<file path="src/rtl/muldiv_unit.sv">
// Iterative MIPS multiply/divide unit with architectural HI/LO registers.
// The divider datapath is built only when MULDIV_DIV_EN is defined.
module muldiv_unit #(
  parameter int Width = 32
) (
  input  logic             Clock,
  input  logic             Reset,
  input  logic             Start,
  input  logic [1:0]       Op,
  input  logic [Width-1:0] A,
  input  logic [Width-1:0] B,
  input  logic             WeHi,
  input  logic             WeLo,
  input  logic [Width-1:0] WData,
  output logic             Busy,
  output logic             Done,
  output logic [Width-1:0] HI,
  output logic [Width-1:0] LO
);

  typedef enum logic [1:0] {IDLE, RUN, FIX} state_t;
  localparam int CntW = $clog2(Width) + 1;

  state_t               state_q, state_d;
  logic [CntW-1:0]      cnt_q, cnt_d;
  logic [Width-1:0]     hi_q, hi_d, lo_q, lo_d;
  logic                 done_q, done_d;
  // acc holds {partial product, multiplier} or {remainder, dividend/quotient}
  logic [2*Width-1:0]   acc_q, acc_d;
  logic [Width-1:0]     mcand_q, mcand_d;
  logic                 sign_a_q, sign_a_d, sign_b_q, sign_b_d;
  logic                 is_signed;
  logic [Width:0]       mul_sum;
  logic [2*Width-1:0]   prod;
`ifdef MULDIV_DIV_EN
  logic                 div_q, div_d, dz_q, dz_d;
  logic [Width:0]       div_shift;
  logic                 div_ge;
  logic [Width-1:0]     div_rem;
`endif

  function automatic logic [Width-1:0] magnitude(input logic [Width-1:0] v, input logic s);
    return (s && v[Width-1]) ? -v : v;
  endfunction

  assign is_signed = ~Op[0];

  always_comb begin
    state_d  = state_q;
    cnt_d    = cnt_q;
    hi_d     = hi_q;
    lo_d     = lo_q;
    done_d   = 1'b0;
    acc_d    = acc_q;
    mcand_d  = mcand_q;
    sign_a_d = sign_a_q;
    sign_b_d = sign_b_q;
    prod     = acc_q;
    mul_sum  = {1'b0, acc_q[2*Width-1:Width]} + (acc_q[0] ? {1'b0, mcand_q} : '0);
`ifdef MULDIV_DIV_EN
    div_d     = div_q;
    dz_d      = dz_q;
    div_shift = {acc_q[2*Width-1:Width], acc_q[Width-1]};
    div_ge    = div_shift >= {1'b0, mcand_q};
    // the true difference is below the divisor, so modulo-2^Width is exact
    div_rem   = div_ge ? (div_shift[Width-1:0] - mcand_q) : div_shift[Width-1:0];
`endif
    case (state_q)
      IDLE: begin
        if (WeHi) hi_d = WData;
        if (WeLo) lo_d = WData;
        if (Start) begin
`ifndef MULDIV_DIV_EN
          if (Op[1]) begin
            done_d = 1'b1;
          end else begin
`else
          begin
            div_d = Op[1];
            dz_d  = (B == '0);
`endif
            acc_d    = {{Width{1'b0}}, magnitude(A, is_signed)};
            mcand_d  = magnitude(B, is_signed);
            sign_a_d = is_signed & A[Width-1];
            sign_b_d = is_signed & B[Width-1];
            cnt_d    = '0;
            state_d  = RUN;
          end
        end
      end
      RUN: begin
        cnt_d = cnt_q + CntW'(1);
        acc_d = {mul_sum, acc_q[Width-1:1]};
`ifdef MULDIV_DIV_EN
        if (div_q) acc_d = {div_rem, acc_q[Width-2:0], div_ge};
`endif
        if (cnt_q == CntW'(Width - 1)) state_d = FIX;
      end
      FIX: begin
        if (sign_a_q ^ sign_b_q) prod = -acc_q;
        {hi_d, lo_d} = prod;
`ifdef MULDIV_DIV_EN
        if (div_q) begin
          lo_d = (sign_a_q ^ sign_b_q) ? -acc_q[Width-1:0] : acc_q[Width-1:0];
          hi_d = sign_a_q ? -acc_q[2*Width-1:Width] : acc_q[2*Width-1:Width];
          // with a zero divisor the remainder path already reproduces A
          if (dz_q) lo_d = '1;
        end
`endif
        done_d  = 1'b1;
        state_d = IDLE;
      end
      default: state_d = IDLE;
    endcase
  end

  always_ff @(posedge Clock) begin
    if (Reset) begin
      state_q <= IDLE;
      cnt_q   <= '0;
      hi_q    <= '0;
      lo_q    <= '0;
      done_q  <= 1'b0;
    end else begin
      state_q <= state_d;
      cnt_q   <= cnt_d;
      hi_q    <= hi_d;
      lo_q    <= lo_d;
      done_q  <= done_d;
    end
  end

  always_ff @(posedge Clock) begin
    acc_q    <= acc_d;
    mcand_q  <= mcand_d;
    sign_a_q <= sign_a_d;
    sign_b_q <= sign_b_d;
`ifdef MULDIV_DIV_EN
    div_q    <= div_d;
    dz_q     <= dz_d;
`endif
  end

  assign Busy = (state_q != IDLE);
  assign Done = done_q;
  assign HI   = hi_q;
  assign LO   = lo_q;

endmodule

</file>
<file path="config.mk">
export PLATFORM = sky130hd
export DESIGN_NAME = muldiv_unit
export DESIGN_NICKNAME = d
export VERILOG_FILES = /design/src/rtl/muldiv_unit.sv
export SDC_FILE = /design/constraint.sdc
export NUM_CORES = 1
export LEC_CHECK = 0
export CAP_MARGIN = 20
export CORE_ASPECT_RATIO = 0.75
export CORE_MARGIN = 2
export CORE_UTILIZATION = 28
export DETAILED_ROUTE_END_ITERATION = 16
export GPL_ROUTABILITY_DRIVEN = 0
export PLACE_DENSITY = 0.46
export SYNTH_ARGS = -nofsm -noshare
export SYNTH_HDL_FRONTEND = slang
export SYNTH_SLANG_ARGS = --single-unit
</file>
<file path="constraint.sdc">
create_clock -name Clock -period 5.25 [get_ports Clock]
set_clock_uncertainty 0.15 [all_clocks]
set_input_delay 1.05 -clock Clock [delete_from_list [all_inputs] [get_ports Clock]]
set_output_delay 1.05 -clock Clock [all_outputs]
set_load 0.005 [all_outputs]
</file>
==> results.toml, run 1 <==
[setup_path]
crit_path_end_kind = "flop"
r2r_end = "acc_q[56]"
crit_chain = "buf_4 > and2_1 > ha_1 > a21oi_1 > nor2_1 > a2111oi_0 > a21o_1 > a2111oi_0 > or3b_1"
path_buf_inv = 1
path_max_fanout = 31
r2r-start = "acc_q[0]"
worstPathArrival_ns = 3.96
cpPeakStageDelay_ns = 0.93
r2r_cells = 9
crit_family = "compound AO/OA/AOI/OAI gates"
critPathSlowestCell = "a2111oi_0"
cpMostUsedCell = "a2111oi_0"
worstSetupPathType = "flop to flop"
crit_path_start_kind = "flop"
worstPathRequired_ns = 5.29
rrSetupSlack_ns = 1.33

[detailed_routing]
detail_route.wl_per_cell_um = 20.1
dr.pass1.iters = 6
drt-initial-drc-count = 944
routed_via_density = 5.21
antenna_left = 0
drt_drc_violations_left = 0
vias = 10200
routed_wl_mm = 39.3

[yosys]
ys_seq_elements = 171
synth_edf_count = 98
synth_cell_types = 66
synthesis.nets = 1436
synth_top_area_cell = "edfxtp_1"
ys.flop_type = "edfxtp_1"
ys_top_cells_by_area = "edfxtp_1, dfxtp_1, nor2_1"
syn-instance-count = 1296
netlist_area_um2 = 11200
syn_avg_cell_area_um2 = 8.61
ys.warnings.count = 0
synth_top_area_share_pct = 26.4
yosysSeqAreaShare_pct = 39.4
async_reset_ff_share_pct = 0

[floorplanning]
start_util_pct = 28.3
die_area_um2 = 41500
ioPinCount = 169
fp.dieH_um = 177
die_w_um = 235
coreArea_um2 = 39400
rows = 63

[timing]
fin_setup_tns_ns = 0
rsz0062_at_grt = "false"
fin_crit_sh_pct = 74.7
fmax_ghz = 0.255
period_needed_ns = 3.92
timing_hold_violations_final = 0
max-slew-margin-rel_pct = 27.3
slew_violations = 0
setup_violations = 0
worst_slew_pin_slew_ns = 1.06

[grt]
grt_pass1_vias = 9329
grt_pass1_wl_mm = 58.9
grt_usage_pct = 18.9
antenna_found_initial = 0
grt_overflow = 0
grt_max_degree = 61

[clock_network]
cts_buffers = 17
cts_buffer_depth = 2
htreeDepth = 4
clock-sinks = 171
cts_tree = "done"
cts_root_buf = "clkbuf_16"
clk_latency_ns = 0.44
cts.reportedPaths.clkPinSlew_ns = 0.07
ctsHoldBuffers = 0
postCtsSetupRepairBufs = 0
cts_resized = 0

[hold_path]
hp-start = "LO[21]"
min_path_type = "flop to flop"
holdPathEnd = "LO[21]"
holdPathStages = 2

[placement]
place_hpwl_mm = 30.5
post_dp_cell_area_um2 = 13300
port_buffers = 168
placed_cells = 1922

[finish]
stdcell_count = 1955
n_fill_cell = 4064
drive_gt1_share_pct = 4.88
mostFrequentLayoutCells = "clkdlybuf4s50_1, nor2_1, a21oi_1"
area_delta_synth_final_pct = 24.9
fin_nets = 1561
design_area_um2 = 13900
final_common_cell = "clkdlybuf4s50_1"

[power_and_ir_drop]
powerDensity_nw_per_um2 = 280
p_leak_nw = 4.80
peakVddDrop_uv = 222

[outcome]
status = "complete, no violations"

[flow_run]
max_cap_viol_count = 0
[cells in the mapped netlist, drive strengths merged (3+ instances only)]
| cell type | n |
|---|---|
| o41ai | 15 |
| o21ai | 81 |
| or3 | 20 |
| and3 | 7 |
| o31ai | 23 |
| a222oi | 4 |
| ha | 36 |
| nand2 | 110 |
| nor2b | 11 |
| clkbuf | 61 |
| a211o | 4 |
| inv | 19 |
| nor3b | 4 |
| a221oi | 6 |
| a2111oi | 7 |
| buf | 13 |
| a41oi | 4 |
| a31oi | 11 |
| a21o | 7 |
| o21a | 14 |
| xnor2 | 66 |
| nor3 | 44 |
| a22oi | 3 |
| nand3 | 22 |
| a311oi | 4 |
| edfxtp | 98 |
| nor4 | 20 |
| mux2i | 8 |
| nand4 | 9 |
| dfxtp | 73 |
| a211oi | 36 |
| o22ai | 12 |
| or2 | 9 |
| a21oi | 116 |
| xor2 | 70 |
| or4 | 10 |
| and2 | 38 |
| nor2 | 164 |
| nand2b | 15 |
[power breakdown]
part           switching [W]  internal, W  total [W]  leakage (nW)
clock               0.000592     0.000758    0.00135         0.295
combinational       0.000505     0.000388   0.000892          2.95
sequential          0.000126      0.00154    0.00167          1.55
[registers in the layout, summed over array words and instances, names as in the netlist]
signal	flops
mcand_q	32
sign_b_q	1
state_q	2
HI	32
LO	32
Done	1
sign_a_q	1
acc_q	64
cnt_q	6
[how the worst max path moves through the flow]
stage	slack, ns	startpoint	endpoint	cells past startpoint
6_report	1.33	acc_q[0]	acc_q[56]	9
3_5_place_dp	1.00	B[10]	mcand_q[20]	8
2_1_floorplan	0.72	Start	cnt_q[2]	4
5_1_grt	1.12	acc_q[0]	acc_q[56]	9
3_3_place_gp	1.04	B[10]	mcand_q[25]	8
4_1_cts	1.38	acc_q[0]	acc_q[56]	9
[area by class of cell]
class,instances,area (µm²),area share [%]
repair buffers,180,1770,12.7
inverters,20,75.1,0.538
flip-flops and latches,171,4400,31.6
well taps,520,651,4.66
diodes,1,2.50,0.0179
multi-input cells,1031,6440,46.2
clock inverters,15,186,1.34
clock buffers,17,425,3.05
[worst reg2reg max path: stages (launching register included)]
cell       delay [ns]
edfxtp_1         0.57
buf_4            0.29
and2_1           0.17
ha_1             0.33
a21oi_1          0.27
nor2_1           0.08
a2111oi_0        0.93
a21o_1           0.35
a2111oi_0        0.15
or3b_1           0.39
[per-stage QoR]
stage	hold WS, ns	utilization [%]	setup slack (ns)	power [W]
2_1_floorplan	0.281	-	0.719	0.00217
3_3_place_gp	0.297	33.8	1.04	0.00258
3_5_place_dp	0.301	33.8	1.00	0.00258
4_1_cts	0.312	35.4	1.38	0.00393
5_1_grt	0.348	35.4	1.12	0.00409
6_report	0.310	35.4	1.33	0.00391
[metal layers]
metal | up-vias | share of wire, % | GRT usage [%]
met1 | 4887 | 53 | 31.1
met5 | - | 0 | 0
li1 | 4996 | - | -
met4 | 0 | 0.69 | 3.07
met3 | 13 | 5.9 | 2.80
met2 | 282 | 40 | 25.7
[cells by family after synthesis]
kind of cell / after synthesis / share of synthesized area [%]
buffers and inverters: 94 / 3.22
and+or+nand+nor: 490 / 21.4
xor gates and xnor gates: 136 / 10.7
adders and majority gates: 37 / 4.21
muxes: 9 / 0.818
AOI/OAI and AO/OA: 359 / 20.2
DFF: 171 / 39.4
Note: power is estimated with default switching activity, not from simulation.
==> run 2: changes to the inputs <==
--- a/config.mk
+++ b/config.mk
@@ -11,7 +11,7 @@
 export CORE_UTILIZATION = 28
 export DETAILED_ROUTE_END_ITERATION = 16
 export GPL_ROUTABILITY_DRIVEN = 0
-export PLACE_DENSITY = 0.46
+export PLACE_DENSITY = 0.48
 export SYNTH_ARGS = -nofsm -noshare
 export SYNTH_HDL_FRONTEND = slang
 export SYNTH_SLANG_ARGS = --single-unit
==> constraint.sdc (replaced) <==
create_clock -name Clock -period 3.54 [get_ports Clock]
set_clock_uncertainty 0.15 [all_clocks]
set_input_delay 0.708 -clock Clock [delete_from_list [all_inputs] [get_ports Clock]]
set_output_delay 0.708 -clock Clock [all_outputs]
set_load 0.005 [all_outputs]
==> results.toml, run 2 (same netlist as run 1, synthesis figures left out) <==
[setup_path]
rrSetupSlack_ns = 0.13
worstPathArrival_ns = 3.56
crit_path_end_kind = "flop"
crit_path_start_kind = "flop"
worstSetupPathType = "flop to flop"
path_max_fanout = 7
worstPathRequired_ns = 3.69

[finish]
top_register = "acc_q"
area_delta_synth_final_pct = 29.3
finish.utilization_pct = 36.6
mostFrequentLayoutCells = "clkdlybuf4s50_1, nor2_1, a21oi_1"
largest_register_ff_count = 64
stdcell_count = 2012
n_fill_cell = 4015
num_antenna_cells = 0
design_area_um2 = 14400
final_common_cell = "clkdlybuf4s50_1"
fin_nets = 1619
drive_gt1_share_pct = 8.51

[floorplanning]
coreArea_um2 = 39400
die_area_um2 = 41500
fp.dieH_um = 177
ioPinCount = 169
die_w_um = 235
rows = 63
start_util_pct = 28.3

[clock_network]
cts_buffer_depth = 2
clock-sinks = 171
postCtsSetupRepairBufs = 0
htreeDepth = 4
ctsHoldBuffers = 0
cts_tree = "done"
cts_resized = 0
clk_latency_ns = 0.45
cts_buffers = 17
cts.reportedPaths.clkPinSlew_ns = 0.07
cts_root_buf = "clkbuf_16"

[grt]
grt_max_degree = 65
grt_overflow = 0
grt_pass1_wl_mm = 59.0
grt_usage_pct = 18.9
antenna_found_initial = 0
grt_pass1_vias = 9517

[detailed_routing]
vias = 10400
dr.pass1.iters = 5
drt-initial-drc-count = 917
routed_wl_mm = 39.4
antenna_left = 0
detail_route.wl_per_cell_um = 19.6
drt_drc_violations_left = 0
routed_via_density = 5.15

[outcome]
status = "complete, no violations"

[power_and_ir_drop]
power_frac_comb_pct = 23.7
netSwitchingFraction_pct = 30.6
p_sw_w = 0.00179
seqPwrFrac_pct = 42.2
p_leak_nw = 5.10
power_w = 0.00584
intPower_w = 0.00406
clock_power_share_pct = 34.1
peakVddDrop_uv = 358
powerDensity_nw_per_um2 = 405

[timing]
setup_violations = 0
timing_hold_violations_final = 0
max-slew-margin-rel_pct = 37.7
rsz0062_at_grt = "false"
fmax_ghz = 0.293
slew_violations = 0
period_needed_ns = 3.41
fin_crit_sh_pct = 96.3
worst_slew_pin_slew_ns = 0.934
fin_setup_tns_ns = 0

[hold_path]
min_path_type = "flop to flop"

[flow_run]
max_cap_viol_count = 0

[placement]
place_hpwl_mm = 31.3
placed_cells = 1980
post_dp_cell_area_um2 = 13800
port_buffers = 168
## run 2: cell types whose count changed in the layout (fill, tap and decap cells not counted), moves of 2 or more
| cell | delta |
|---|---|
| clkbuf_16 | +4 |
| bufinv_16 | -2 |
| clkinv_4 | -2 |
| clkbuf_1 | +2 |
| buf_4 | +56 |
| inv_6 | -5 |
| buf_12 | +2 |
| clkinv_2 | +2 |
| inv_4 | +2 |
## run 2: worst paths after layout
check	start	end	depth (start not counted)
hold / removal	LO[26]	LO[26]	2
setup / recovery	acc_q[15]	HI[13]	8
hold reg to reg	LO[26]	LO[26]	2
setup reg to reg	acc_q[15]	HI[13]	8
## run 2: power groups by stage
stage,clock network [W],logic (W),registers [W]
global placement,0,0.00136,0.00250
CTS,0.00202,0.00137,0.00246
floorplan,0,0.000789,0.00243
finish,0.00199,0.00139,0.00246
global route,0.00211,0.00152,0.00248
detailed placement,0,0.00137,0.00251
## run 2: area by class of cell
type / count / area, µm² / share of cell area [%]
Clock inverter: 8 / 75.1 / 0.520
Clock buffer: 24 / 547 / 3.79
Tap cell: 520 / 651 / 4.51
Multi-Input combinational cell: 1031 / 6450 / 44.7
Timing Repair Buffer: 238 / 2230 / 15.4
Inverter: 20 / 75.1 / 0.520
Sequential cell: 171 / 4400 / 30.5
## run 2: routing by layer
| layer | GRT usage [%] | up-vias | part of all wire, % |
|---|---|---|---|
| met4 | 4.38 | 0 | 1.5 |
| met2 | 25.5 | 310 | 39 |
| met5 | 0 | - | 0 |
| met3 | 3.62 | 30 | 6.5 |
| li1 | - | 5112 | - |
| met1 | 30.0 | 4905 | 53 |
## run 2: per-stage QoR
| step | hold slack [ns] | setup WS, ns |
|---|---|---|
| 2_1_floorplan | 0.281 | 0.0525 |
| 3_3_place_gp | 0.302 | 0.0149 |
| 3_5_place_dp | 0.310 | 0.0286 |
| 4_1_cts | 0.320 | 0.132 |
| 5_1_grt | 0.336 | 0.00244 |
| 6_report | 0.319 | 0.133 |
## run 2: worst max-delay path, cell delays in order, from the launching register on
cell	delay [ns]
edfxtp_1	0.47
nor3_1	0.56
nand4b_1	0.25
or4_1	0.66
buf_4	0.21
nor3_1	0.28
a21oi_1	0.14
xnor2_1	0.40
a211oi_1	0.13
==> run 3: changes to the inputs <==
--- a/config.mk
+++ b/config.mk
@@ -8,10 +8,10 @@
 export CAP_MARGIN = 20
 export CORE_ASPECT_RATIO = 0.75
 export CORE_MARGIN = 2
-export CORE_UTILIZATION = 28
+export CORE_UTILIZATION = 50
 export DETAILED_ROUTE_END_ITERATION = 16
 export GPL_ROUTABILITY_DRIVEN = 0
-export PLACE_DENSITY = 0.48
+export PLACE_DENSITY = 0.77
 export SYNTH_ARGS = -nofsm -noshare
 export SYNTH_HDL_FRONTEND = slang
 export SYNTH_SLANG_ARGS = --single-unit
==> results.toml, run 3 (same netlist as run 1, synthesis figures left out) <==
[outcome]
status = "complete, no violations"

[finish]
num_antenna_cells = 0
fin_nets = 1596
top_register = "acc_q"
final_common_cell = "clkdlybuf4s50_1"
stdcell_count = 1763
area_delta_synth_final_pct = 25.1
mostFrequentLayoutCells = "clkdlybuf4s50_1, nor2_1, a21oi_1"
design_area_um2 = 14000
largest_register_ff_count = 64
drive_gt1_share_pct = 7.42

[setup_path]
worstSetupPathType = "flop to flop"
crit_family = "simple AND/OR/NAND/NOR gates"
path_max_fanout = 6
cpPeakStageDelay_ns = 0.62
crit_path_end_kind = "flop"
path_buf_inv = 0
r2r-start = "acc_q[7]"
crit_start = "acc_q[7]"
crit_chain = "nor4_2 > nand2_1 > or4_1 > or3_4 > or3_1 > mux2i_1 > a221oi_1"
critPathSlowestCell = "nor4_2"
worstPathArrival_ns = 3.56
crit_path_start_kind = "flop"
worstPathRequired_ns = 3.74

[power_and_ir_drop]
peakVddDrop_uv = 370
p_leak_nw = 4.97
powerDensity_nw_per_um2 = 407

[timing]
max-slew-margin-rel_pct = 38.3
period_needed_ns = 3.36
fmax_ghz = 0.298
fin_ws_ns = 0.181
timing_hold_violations_final = 0
rsz0062_at_grt = "false"
worst_slew_pin_slew_ns = 0.924
setup_violations = 0
slew_violations = 0
fin_crit_sh_pct = 94.9
fin_setup_tns_ns = 0
hold_ws_ns = 0.323

[clock_network]
cts_buffer_depth = 2
cts_buffers = 17
ctsHoldBuffers = 0
clock-sinks = 171
cts_root_buf = "clkbuf_16"
cts_tree = "done"
clk_latency_ns = 0.44
cts.reportedPaths.clkPinSlew_ns = 0.07
htreeDepth = 4

[placement]
port_buffers = 168
dpl_worst_slack_ns = -0.0576
post_dp_cell_area_um2 = 13300
placed_cells = 1731
place_hpwl_mm = 26.0

[detailed_routing]
dr.pass1.iters = 5
detail_route.wl_per_cell_um = 19.4
antenna_left = 0
vias = 10800
routed_wl_mm = 34.3
drt_drc_violations_left = 0
drt-initial-drc-count = 1319
routed_via_density = 6.10

[grt]
grt_max_degree = 65
grt_pass1_vias = 9510
grt_overflow = 0
grt_pass1_wl_mm = 52.6
grt_usage_pct = 28.8
antenna_found_initial = 1

[floorplanning]
coreArea_um2 = 22000
start_util_pct = 50.8
die_area_um2 = 23600
fp.dieH_um = 133
die_w_um = 177
ioPinCount = 169
rows = 47

[flow_run]
max_cap_viol_count = 0

[hold_path]
min_path_type = "flop to flop"
hp-start = "LO[23]"
==> run 3: what timing repair did <==
| action | CTS | global route |
|---|---|---|
| endpoints found under the setup margin | 1 | 8 |
| buffers inserted | 0 | 0 |
| gates resized for setup | 1 | 5 |
==> run 3: final timing paths <==
check,end,slack [ns],depth (start not counted)
min,LO[23],0.32,2
max reg2reg,HI[29],0.18,7
min reg2reg,LO[23],0.32,2
max,HI[29],0.18,7
==> run 3: cell type report <==
type | count | area [µm²]
timing repair buffer | 215 | 2050
clock inverter | 13 | 130
sequential | 171 | 4400
inverter | 20 | 75.1
clock buffer | 19 | 464
multi-input combinational | 1031 | 6470
tap | 294 | 368
fill | 1816 | 8030
==> run 3: per-stage QoR <==
stage	total power [W]	util, %
floorplan	0.00322	-
global placement	0.00376	60.7
detailed placement	0.00379	60.7
CTS	0.00565	63.4
global route	0.00591	63.5
finish	0.00568	63.5
==> run 3: metal layers <==
layer	share of wire [%]	vias to the layer above	track usage (%)	wire (µm)
met4	2.5	2	9.18	840
met3	13	50	8.05	4480
li1	-	5074	-	-
met5	0.070	-	0	24
met2	40	626	39.3	13700
met1	44	5010	43.6	15200
==> run 3: worst reg2reg max path: stages, from the launching register on <==
cell and delay [ns]:
edfxtp_1 0.50, nor4_2 0.62, nand2_1 0.30, or4_1 0.55
or3_4 0.43, or3_1 0.34, mux2i_1 0.14, a221oi_1 0.23
==> run 3: power by group <==
part / internal, W / leakage [nW] / switching (W)
combinational: 0.000604 / 3.13 / 0.000734
sequential: 0.00228 / 1.55 / 0.000178
clock: 0.000991 / 0.290 / 0.000891
